$ cat src/rtl/dmux_stream_nway.sv
// Registered 1-to-N stream demultiplexer with one-entry holding register, per-channel backpressure
// and out-of-range select dropping. Define DMUX_STREAM_ZERO_IDLE_EN to zero unselected out_data lanes.
module dmux_stream_nway #(
    parameter int WIDTH    = 8,
    parameter int CHANNELS = 4,
    parameter int SEL_W    = $clog2(CHANNELS)
) (
    input  logic                      clk,
    input  logic                      rst,
    input  logic                      in_valid,
    output logic                      in_ready,
    input  logic [WIDTH-1:0]          in_data,
    input  logic [SEL_W-1:0]          sel,
    output logic [CHANNELS-1:0]       out_valid,
    input  logic [CHANNELS-1:0]       out_ready,
    output logic [CHANNELS*WIDTH-1:0] out_data,
    output logic                      drop,
    output logic [7:0]                drop_count
);

    typedef enum logic {
        EMPTY = 1'b0,
        FULL  = 1'b1
    } state_t;

    localparam logic [SEL_W:0] CH_LIMIT = CHANNELS[SEL_W:0];

    state_t               r_state;
    logic [WIDTH-1:0]     r_data;
    logic [SEL_W-1:0]     r_sel;
    logic                 r_drop;
    logic [7:0]           r_drop_count;

    logic                 w_full;
    logic                 w_sel_legal;
    logic                 w_accept;
    logic                 w_drain;
    logic [CHANNELS-1:0]  w_out_valid;

    assign w_full      = (r_state == FULL);
    assign w_sel_legal = ({1'b0, sel} < CH_LIMIT);

    // Decode the held select into one-hot valids; masking out_ready with them avoids
    // indexing out_ready by a select that could exceed the channel count.
    always_comb begin
        w_out_valid = '0;
        for (int i = 0; i < CHANNELS; i++) begin
            w_out_valid[i] = w_full && (r_sel == i[SEL_W-1:0]);
        end
    end

    assign w_drain  = |(w_out_valid & out_ready);
    assign in_ready = !w_full || w_drain;
    assign w_accept = in_valid && in_ready;

    // NOTE: registers use non-blocking assignments so every flop samples pre-edge values;
    // the holding register is reset too, so out_data is defined straight out of reset.
    always_ff @(posedge clk or posedge rst) begin
        if (rst) begin
            r_state      <= EMPTY;
            r_data       <= '0;
            r_sel        <= '0;
            r_drop       <= 1'b0;
            r_drop_count <= 8'd0;
        end else begin
            r_drop <= w_accept && !w_sel_legal;
            if (w_accept && !w_sel_legal && (r_drop_count != 8'hFF)) begin
                r_drop_count <= r_drop_count + 8'd1;
            end
            // A legal accept always refills; an illegal one only lets a drain empty the slot.
            if (w_accept && w_sel_legal) begin
                r_state <= FULL;
                r_data  <= in_data;
                r_sel   <= sel;
            end else if (w_drain) begin
                r_state <= EMPTY;
            end
        end
    end

    assign out_valid  = w_out_valid;
    assign drop       = r_drop;
    assign drop_count = r_drop_count;

    for (genvar g = 0; g < CHANNELS; g++) begin : g_lane
`ifdef DMUX_STREAM_ZERO_IDLE_EN
        assign out_data[g*WIDTH +: WIDTH] = w_out_valid[g] ? r_data : '0;
`else
        assign out_data[g*WIDTH +: WIDTH] = r_data;
`endif
    end

endmodule

$ cat config.mk
export PLATFORM = sky130hd
export DESIGN_NAME = dmux_stream_nway
export DESIGN_NICKNAME = d
export VERILOG_FILES = /design/src/rtl/dmux_stream_nway.sv
export SDC_FILE = /design/constraint.sdc
export NUM_CORES = 1
export LEC_CHECK = 0
export ABC_AREA = 1
export ABC_CLOCK_PERIOD_IN_PS = 2000
export CORE_MARGIN = 2
export CORE_UTILIZATION = 33
export DETAILED_ROUTE_END_ITERATION = 6
export GPL_ROUTABILITY_DRIVEN = 0
export PLACE_DENSITY = 0.85
export SYNTH_ARGS = -nofsm -noshare
export SYNTH_HDL_FRONTEND = slang
export SYNTH_SLANG_ARGS = --single-unit
export TNS_END_PERCENT = 50
$ cat constraint.sdc
create_clock -name clk -period 2 [get_ports clk]
set_clock_uncertainty 0.2 [all_clocks]
set_input_delay 0.2 -clock clk [delete_from_list [all_inputs] [get_ports clk]]
set_output_delay 0.2 -clock clk [all_outputs]
set_load 0.1 [all_outputs]
# Yosys cells after proc, flatten, opt, wreduce, memory -nomap -nowiden

Cells that the tools add are included.

Flip-flop bits (word level): 11
Logic and storage cells: 19
Output and inout bits: 46

Reduce and logical (&&, ||, !) cells: 10
Equal/unequal tests: 3
Bitwise gates (word level): 1
Mux-type cells: 2

Operators with widths:

| kind                 | number |
|---|---|
| $logic_and A1 B1 Y1  | 5 |
| $and A4 B4 Y4        | 1 |
| $eq A2 B2 Y1 const B | 2 |
| $reduce_or A4 Y1     | 1 |
| $eq A2 B1 Y1 const B | 1 |
| $logic_not A2 Y1     | 1 |
| $mux W1              | 2 |
| $reduce_bool A2 Y1   | 1 |
| $logic_not A1 Y1     | 1 |
| $logic_or A1 B1 Y1   | 1 |

# Longest topological paths before layout

Depth in word-level cells: 7
Mapped depth: 10
Depth with buffers taken out: 8

# Worst setup path after synthesis

Ideal clock, no wire load.

Path kind: reg2out
Start: register r_sel[1]
End: output out_valid[0]
Cell stages (with the launch flop): 3
Path buffers: 1
Slack: -0.956 ns
Arrival time: 2.556 ns
Cell sequence: dfrtp_1 -> buf_4 -> nor3_1

Longest elaborated chain between the ends: 2

RTL lines:

| element                | line | RTL |
|---|---|---|
| from (decl)            | 30   | `logic [SEL_W-1:0] r_sel;` |
| from (signal assigned) | 74   | `r_sel <= sel;` |
| $logic_not A2 Y1       | 48   | `w_out_valid[i] = w_full && (r_sel == i[SEL_W-1:0]);` |
| $logic_and A1 B1 Y1    | 48   |  |
| to (decl)              | 14   | `output logic [CHANNELS-1:0] out_valid,` |

Every way passes these cells.

# Worst setup path after layout

Start: register r_sel[1]
End: output in_ready

Longest elaborated chain between the ends: 5

RTL lines:

| element                                    | line | RTL |
|---|---|---|
| $eq A2 B1 Y1, or another cell as far along | 48   |  |
| $logic_and A1 B1 Y1                        | 48   |  |
| $and A4 B4 Y4 *                            | 52   | `assign w_drain = \|(w_out_valid & out_ready);` |
| $reduce_or A4 Y1 *                         | 52   |  |
| $logic_or A1 B1 Y1 *                       | 53   | `assign in_ready = !w_full \|\| w_drain;` |
| to (decl)                                  | 11   | `output logic in_ready,` |

Every way passes the cells marked *; elsewhere a longest branch is shown, timed or not.

==> flow_summary.yaml <==
route:
  drt-initial-drc-count: 7
  finalWirelength_um: 1750
  ant_nets: 0
  drc: 0
  viasPerCell: 4.24
  drt_pass1_iterations: 4
  wl_per_cell_um: 10.9
  via_count: 678
finish:
  nets: 150
  drive_above_1_share: 0.364
  diodes: 0
  syn_to_final_growth_pct: 47.3
die:
  rows: 17
  die_area_um2: 2840
  placeableCoreArea_um2: 2250
  ios: 63
  start_util: 0.356
  die_x_um: 53.3
  dieHeight_um: 53.3
clock_network:
  cts.sinks: 11
  numCtsBuffers: 3
  cts_tree: "done"
  cts_resized: 0
  htree_levels: 1
  clock_tree.buffer_depth: 2
  path_clk_slew_ns: 0.07
  cts-root-buf: "clkbuf_4"
  holdBufCountCts: 0
  insertion_delay_ns: 0.27
  cts_setup_buffers: 0
sta:
  tns_ns: 0
  finalMaxSlewViolations: 0
  period_share: 0.926
  clock.fmax_mhz: 540
  setup_viol: 0
  rsz0062_at_grt: "no"
  timing.final.hold_violations: 0
  post-route-min-period_ns: 1.85
grt:
  grt_util_met3: 0.0593
  grt_pass1_vias: 605
  use_met2: 0.224
  overflow: 0
  met1_usage: 0.145
  grt-busiest-layer: "met2"
  grt_pass1_wl_um: 2630
  grt_max_degree: 12
  grt_use_total: 0.130
  antenna_found_initial: 0
setup_path:
  crit_buf_inv: 1
  end_kind: "primary output"
  crit_type: "reg -> out"
  cp_slowest_cell: "dfrtp_1"
  slowest_delay_ns: 0.52
  critPathArrivalTime_ns: 1.45
  cp_top_family: "flip-flops"
  critPathMaxFanout: 8
  worstPathCellList: "nand2_1 -> o21bai_1 -> nor2_1 -> nand2_2 -> buf_12"
  worstPathRequired_ns: 1.60
  start_kind: "flip-flop"
min_path:
  hp-class: "in -> async"
logic_synthesis:
  synth_ff_type: "dfrtp_1"
  synth_cells: 102
  yosysWarnings: 0
  synth_cell_type_count: 15
  async_flop_share: 1.00
  seq_area_frac_synth: 0.343
  synth-edff-count: 0
  synth_seq_cells: 11
  netlist_area_um2: 802
  syn_avg_cell_area_um2: 7.86
placed_design:
  io_buffers: 53
  dpl.hpwl_um: 1420
flow_run:
  cap_viol_max_count: 0
outcome:
  status: "finished, final reports clean"
logic make-up after synthesis:
| logic type | Yosys count | synth area share |
|---|---|---|
| other | 1 | 0.00468 |
| AOI/OAI and AO/OA | 1 | 0.00936 |
| and+or+nand+nor | 45 | 0.251 |
| DFF | 11 | 0.343 |
| buffers and inverters | 44 | 0.392 |
synth_stat cells (2+ instances only):
library cell / count / area (um^2)
buf_4: 34 / 255
nand2_1: 23 / 86.3
nand2_2: 3 / 18.8
nand3_1: 11 / 55.1
dfrtp_1: 11 / 275
inv_1: 7 / 26.3
nor2_1: 4 / 15.0
nor3_1: 2 / 10.0
worst register-to-register path: cells and delay by family (launching register included):
family	cells	cell delay (ns)
flops	1	0.52
simple gates	6	0.69
compound gates	1	0.12
area by class of cell:
type	instances	area, um^2
fillers	219	1070
repair buffers	55	566
flip-flops and latches	11	275
multi-input cells	55	253
well taps	28	35.0
clock buffers	4	26.3
inverters	7	26.3
per-layer routing:
layer	wire, um	share of wire	up-vias
met4	11	0.0063	0
met2	896	0.51	39
met1	676	0.39	307
met5	0	0	-
met3	163	0.093	3
li1	-	-	329
placed cells by master, fill, tap and decap left out:
cell	Yosys	final
clkbuf_4	1	3
clkdlybuf4s50_1	0	16
inv_1	7	7
nor3_2	1	3
nand4_1	1	1
clkbuf_1	0	1
nand2_1	23	23
buf_12	0	9
buf_4	34	30
o21bai_1	1	1
dfrtp_1	11	11
conb_1	1	9
nand3_1	11	11
nor2_1	4	4
nand2_2	3	3
path summary, 6_finish.rpt:
path / from / end / slack [ns] / depth (start not counted)
max: r_sel[1] / in_ready / 0.15 / 5
min: rst / r_data[3] / 0.02 / 2
max reg2reg: r_sel[1] / r_data[6] / 0.36 / 7
min reg2reg: r_data[5] / r_data[5] / 0.36 / 2
max in group asynchronous: rst / r_state / 1.29 / 2
min in group clk: in_data[3] / r_data[3] / 0.28 / 3
sequential cells by signal, indices dropped and copies added, names as in the netlist:
| register | flops |
|---|---|
| r_state | 1 |
| r_data | 8 |
| r_sel | 2 |
metrics by stage:
step / area, um^2 / worst slack (ns) / hold WS, ns / std cells / utilization
3_5_place_dp: 1150 / 0.256 / 0.320 / 156 / 0.512
5_1_grt: 1180 / 0.0132 / 0.0512 / 160 / 0.524
3_3_place_gp: 1150 / 0.320 / 0.309 / 156 / 0.512
2_1_floorplan: 842 / -0.213 / -0.148 / 110 / -
6_report: 1180 / 0.147 / 0.0225 / 160 / 0.524
4_1_cts: 1180 / 0.131 / 0.0297 / 160 / 0.524
Power is not shown: default switching activity piles up to over one toggle a cycle in this logic, so the estimate is an artifact.
==> RTL edit 1, RTL diff (same settings) <==
Register the output `drop_count` once more; this adds one clock of latency there. The other outputs are not delayed to match.
--- a/src/rtl/dmux_stream_nway.sv
+++ b/src/rtl/dmux_stream_nway.sv
@@ -80,7 +80,9 @@
 
     assign out_valid  = w_out_valid;
     assign drop       = r_drop;
-    assign drop_count = r_drop_count;
+    always_ff @(posedge clk) begin
+        drop_count <= r_drop_count;
+    end
 
     for (genvar g = 0; g < CHANNELS; g++) begin : g_lane
 `ifdef DMUX_STREAM_ZERO_IDLE_EN
Formal check against the unedited RTL: same outputs for any inputs over 10 cycles, from zero or initial values and one cycle with rst high; that may be too few to reach the edited logic, so the function may still have changed.
==> RTL edit 1 against the unedited design <==
  * Synthesized cell count fell by 0.98%
  * Wire length fell by 4.3%
  * Synthesized area fell by 3.0%
  * Hold slack improved by 0.0081 ns
  * Worst setup slack got worse by 0.054 ns
  * Sequential cell count did not move
  * Design area fell by 5.4%
Power is not shown: default switching activity piles up to over one toggle a cycle in this logic, so the estimate is an artifact.
==> RTL edit 1: results (changes against the unedited design) <==
- Outcome: finished, final reports clean (unchanged)
- CTS root buf: clkbuf_4 (unchanged)
- Top_reg_cell synth: dfrtp_1 (unchanged)
- Ys async rst share: 1.00 (unchanged)
- Top Metal Used: met3 (was met4)
- Worst-skew pair later-pin latency: 0.26 ns
- Routed length on met2: 881 um (was 896 um)
- Pin count of the biggest net entering global routing: 14 (was 12)
- Hold WC Path Type: in -> async (unchanged)
- Metal-1 WL: 660 um (was 676 um)
- CTS Buffer Depth: 2 (unchanged)
- CP Launch Type: flip-flop (unchanged)
- Worst-path clk slew: 0.07 ns (about the same)
- Fillers: 220 (was 219)
- Layout cell share with drive strength beyond 1: 0.362 (was 0.364)
- Placed Area: 1080 sq um (was 1150 sq um)
- Fin cells: 158 (was 160)
- Yosys cell types: 14 (was 15)
- Total GRT Usage: 0.124 (was 0.130)
- Vias in the first global route: 551 (was 605)
- Pre-CTS WS: 0.220 ns (was 0.256 ns)
- Post-CTS setup buffer count: 0 (unchanged)
- FF-to-FF Start: r_sel[1] (unchanged)
- Port buffer count: 53 (unchanged)
- PostCTS Resize Cnt: 0 (unchanged)
- Post-Synthesis Cells: 101 (was 102)
- CP max FO: 13 (was 8)
- Initial antenna violation count: 0 (unchanged)
- Crit path arrival time: 1.51 ns (was 1.45 ns)
- Routed wire length: 1670 um (was 1750 um)
- DP HPWL: 1360 um (was 1420 um)
- Sequential cell area fraction in the yosys report: 0.354 (was 0.343)
- Final nets: 148 (was 150)
- # H-tree levels: 1 (unchanged)
- Ys Warns: 0 (unchanged)
- Ranking of synthesized cells by area: dfrtp_1, buf_4, nand2_1 (unchanged)
- DR iter-0 viols: 18 (was 7)
- First-pass GRT wire length: 2530 um (was 2630 um)
- Met3 wire length: 130 um (was 163 um)
- Vias: 666 (was 678)
- Post-synth top cells: buf_4, nand2_1, nand3_1 (was buf_4, nand2_1, dfrtp_1, nand3_1, inv_1)
- Max Slew Vio Count: 0 (unchanged)
## RTL edit 1: layer usage
layer | vias up | global-route usage
li1 | 328 | -
met1 | 305 | 0.161
met2 | 33 | 0.210
met3 | 0 | 0.0257
met4 | 0 | 0.0256
met5 | - | 0
## RTL edit 1: logic make-up (layout without fill, tap and decap cells)
group / after synthesis / after routing / synth area share
DFF: 11 / 11 / 0.354
AOI/OAI and AO/OA: 1 / 1 / 0.00965
other: 1 / 9 / 0.00482
buffers and inverters: 44 / 65 / 0.387
and+or+nand+nor: 44 / 44 / 0.244
## RTL edit 1: path summary, 6_finish.rpt
check	endpoint	slack, ns	cells past startpoint
worst max-delay path	in_ready	0.09	6
worst min-delay path	r_data[3]	0.03	2
worst max register to register	r_sel[0]	0.36	8
worst min register to register	r_data[3]	0.36	2
max in group asynchronous	r_sel[0]	1.25	2
min in group clk	r_data[3]	0.30	3
## RTL edit 1: critical path: stages (launching register included)
cell and delay, ns:
dfrtp_1 0.45, inv_1 0.10, nand3_1 0.10, nor2_1 0.05, nor2_1 0.18, nand2_4 0.16
buf_12 0.20
## RTL edit 1: area by class of cell
type | instances | area share
inverters | 8 | 0.0269
clock buffers | 4 | 0.0235
flip-flops and latches | 11 | 0.247
multi-input cells | 54 | 0.223
well taps | 28 | 0.0314
repair buffers | 53 | 0.448
## RTL edit 1: stage by stage
step / utilization / setup TNS (ns)
floorplan: - / -0.132
global placement: 0.490 / 0
detailed placement: 0.490 / 0
CTS: 0.502 / 0
global route: 0.505 / 0
finish: 0.505 / 0
==> RTL edit 2, RTL diff (config.mk and constraints unchanged) <==
Made on the original files. `WIDTH`: 8 -> 12.
--- a/src/rtl/dmux_stream_nway.sv
+++ b/src/rtl/dmux_stream_nway.sv
@@ -1,7 +1,7 @@
 // Registered 1-to-N stream demultiplexer with one-entry holding register, per-channel backpressure
 // and out-of-range select dropping. Define DMUX_STREAM_ZERO_IDLE_EN to zero unselected out_data lanes.
 module dmux_stream_nway #(
-    parameter int WIDTH    = 8,
+    parameter int WIDTH    = 12,
     parameter int CHANNELS = 4,
     parameter int SEL_W    = $clog2(CHANNELS)
 ) (
Interface: changed (resized in_data and out_data); port bits go from 63 to 83. The function was not compared with the original's and may differ.
==> RTL edit 2 against the unedited design <==
  * Die area grew 27%
  * Synthesized area up 30%
  * Largest cell class unchanged
  * Non-clock buffer count rose by 19
  * Highest routed layer unchanged
  * Worst setup slack gained 0.0035 ns
  * First-iteration DRC count rose by 43%
  * Final cell count is 32% higher
  * Critical path depth is the same
  * Sequential cell count grew 4
  * Wire length rose by 25%
  * Design area is 25% higher
Power is not shown: default switching activity piles up to over one toggle a cycle in this logic, so the estimate is an artifact.
==> RTL edit 2: results (changes against the unedited design) <==
- Post-synth top cells: buf_4, nand2_1, dfrtp_1, nand3_1, inv_1 (unchanged)
- Compound-Gate Fraction of Synth Area: 0.00722 (was 0.00936)
- Drt first pass iters: 4 (unchanged)
- Yosys cell types: 17 (was 15)
- Port buffer count: 73 (was 53)
- Ranking of synthesized cells by area: dfrtp_1, buf_4, nand2_1 (unchanged)
- First-pass GRT wire length: 3300 um (was 2630 um)
- FF-to-FF End: r_data[9] (was r_data[6])
- Placed Area: 1450 sq um (was 1150 sq um)
- Cells on worst reg2reg path: 8 (was 7)
- CP max stage delay: 0.42 ns (was 0.52 ns)
- Outcome: finished, final reports clean (unchanged)
- Synthesized flop and latch total: 15 (was 11)
- Vias in the first global route: 739 (was 605)
- Largest registers: r_data (12), r_sel (2), r_state (1) (was r_data (8), r_sel (2), r_state (1))
- CTS Buffer Depth: 2 (unchanged)
- Total GRT Usage: 0.120 (was 0.130)
- CP max FO: 17 (was 8)
- Pin count of the biggest net entering global routing: 18 (was 12)
- Routed wire length: 2190 um (was 1750 um)
- Share of the synthesized area in the top cell type: 0.361 (was 0.343)
- Vias: 857 (was 678)
- DR iter-0 viols: 10 (was 7)
- Worst-path clk slew: 0.09 ns (was 0.07 ns)
- Total CTS buffers: 3 (unchanged)
- Layout cell share with drive strength beyond 1: 0.395 (was 0.364)
- Fillers: 308 (was 219)
- Worst setup path end: in_ready (unchanged)
- Sequential cell area fraction in the yosys report: 0.361 (was 0.343)
==> RTL edit 2: cell types whose count changed after synthesis, sizes merged <==
cell	before	now
clkbuf	2	1
buf	35	48
dfrtp	11	15
nand3	11	15
nand2	26	34
==> RTL edit 2: layout make-up <==
cell class | instances | area (sq um) | share of cell area
clock buffers | 4 | 26.3 | 0.0178
inverters | 7 | 26.3 | 0.0178
multi-input cells | 67 | 313 | 0.212
flip-flops and latches | 15 | 378 | 0.255
well taps | 44 | 55.1 | 0.0372
repair buffers | 74 | 681 | 0.460
==> RTL edit 2: per-layer routing <==
metal | vias up | global-route usage | share of wire
li1 | 420 | - | -
met1 | 394 | 0.152 | 0.41
met2 | 41 | 0.202 | 0.52
met3 | 2 | 0.0216 | 0.056
met4 | 0 | 0.0476 | 0.0078
met5 | - | 0 | 0
==> RTL edit 2: how the worst min path moves through the flow <==
| stage | startpoint | endpoint | slack [ns] |
|---|---|---|---|
| detailed placement | r_data[5] | r_data[5] | 0.34 |
| global route | rst | r_data[9] | 0.11 |
| CTS | rst | r_data[4] | 0.08 |
| floorplan | rst | r_data[0] | -0.1 |
| global placement | r_data[3] | r_data[3] | 0.34 |
| finish | rst | r_data[4] | 0.06 |
==> RTL edit 2: metrics by stage <==
stage | instances | hold slack [ns] | TNS (ns) | setup slack, ns | utilization
floorplan | 138 | -0.0985 | -0.612 | -0.210 | -
detailed placement | 207 | 0.342 | 0 | 0.248 | 0.479
finish | 211 | 0.0583 | 0 | 0.151 | 0.488
global placement | 207 | 0.336 | 0 | 0.269 | 0.479
global route | 211 | 0.111 | 0 | 0.0425 | 0.488
CTS | 211 | 0.0753 | 0 | 0.0813 | 0.488
==> RTL edit 2: what timing repair did <==
action	CTS	global route
hold buffers	0	0
endpoints found under the setup margin	0	1
gates resized for setup	0	2
buffers inserted	0	0
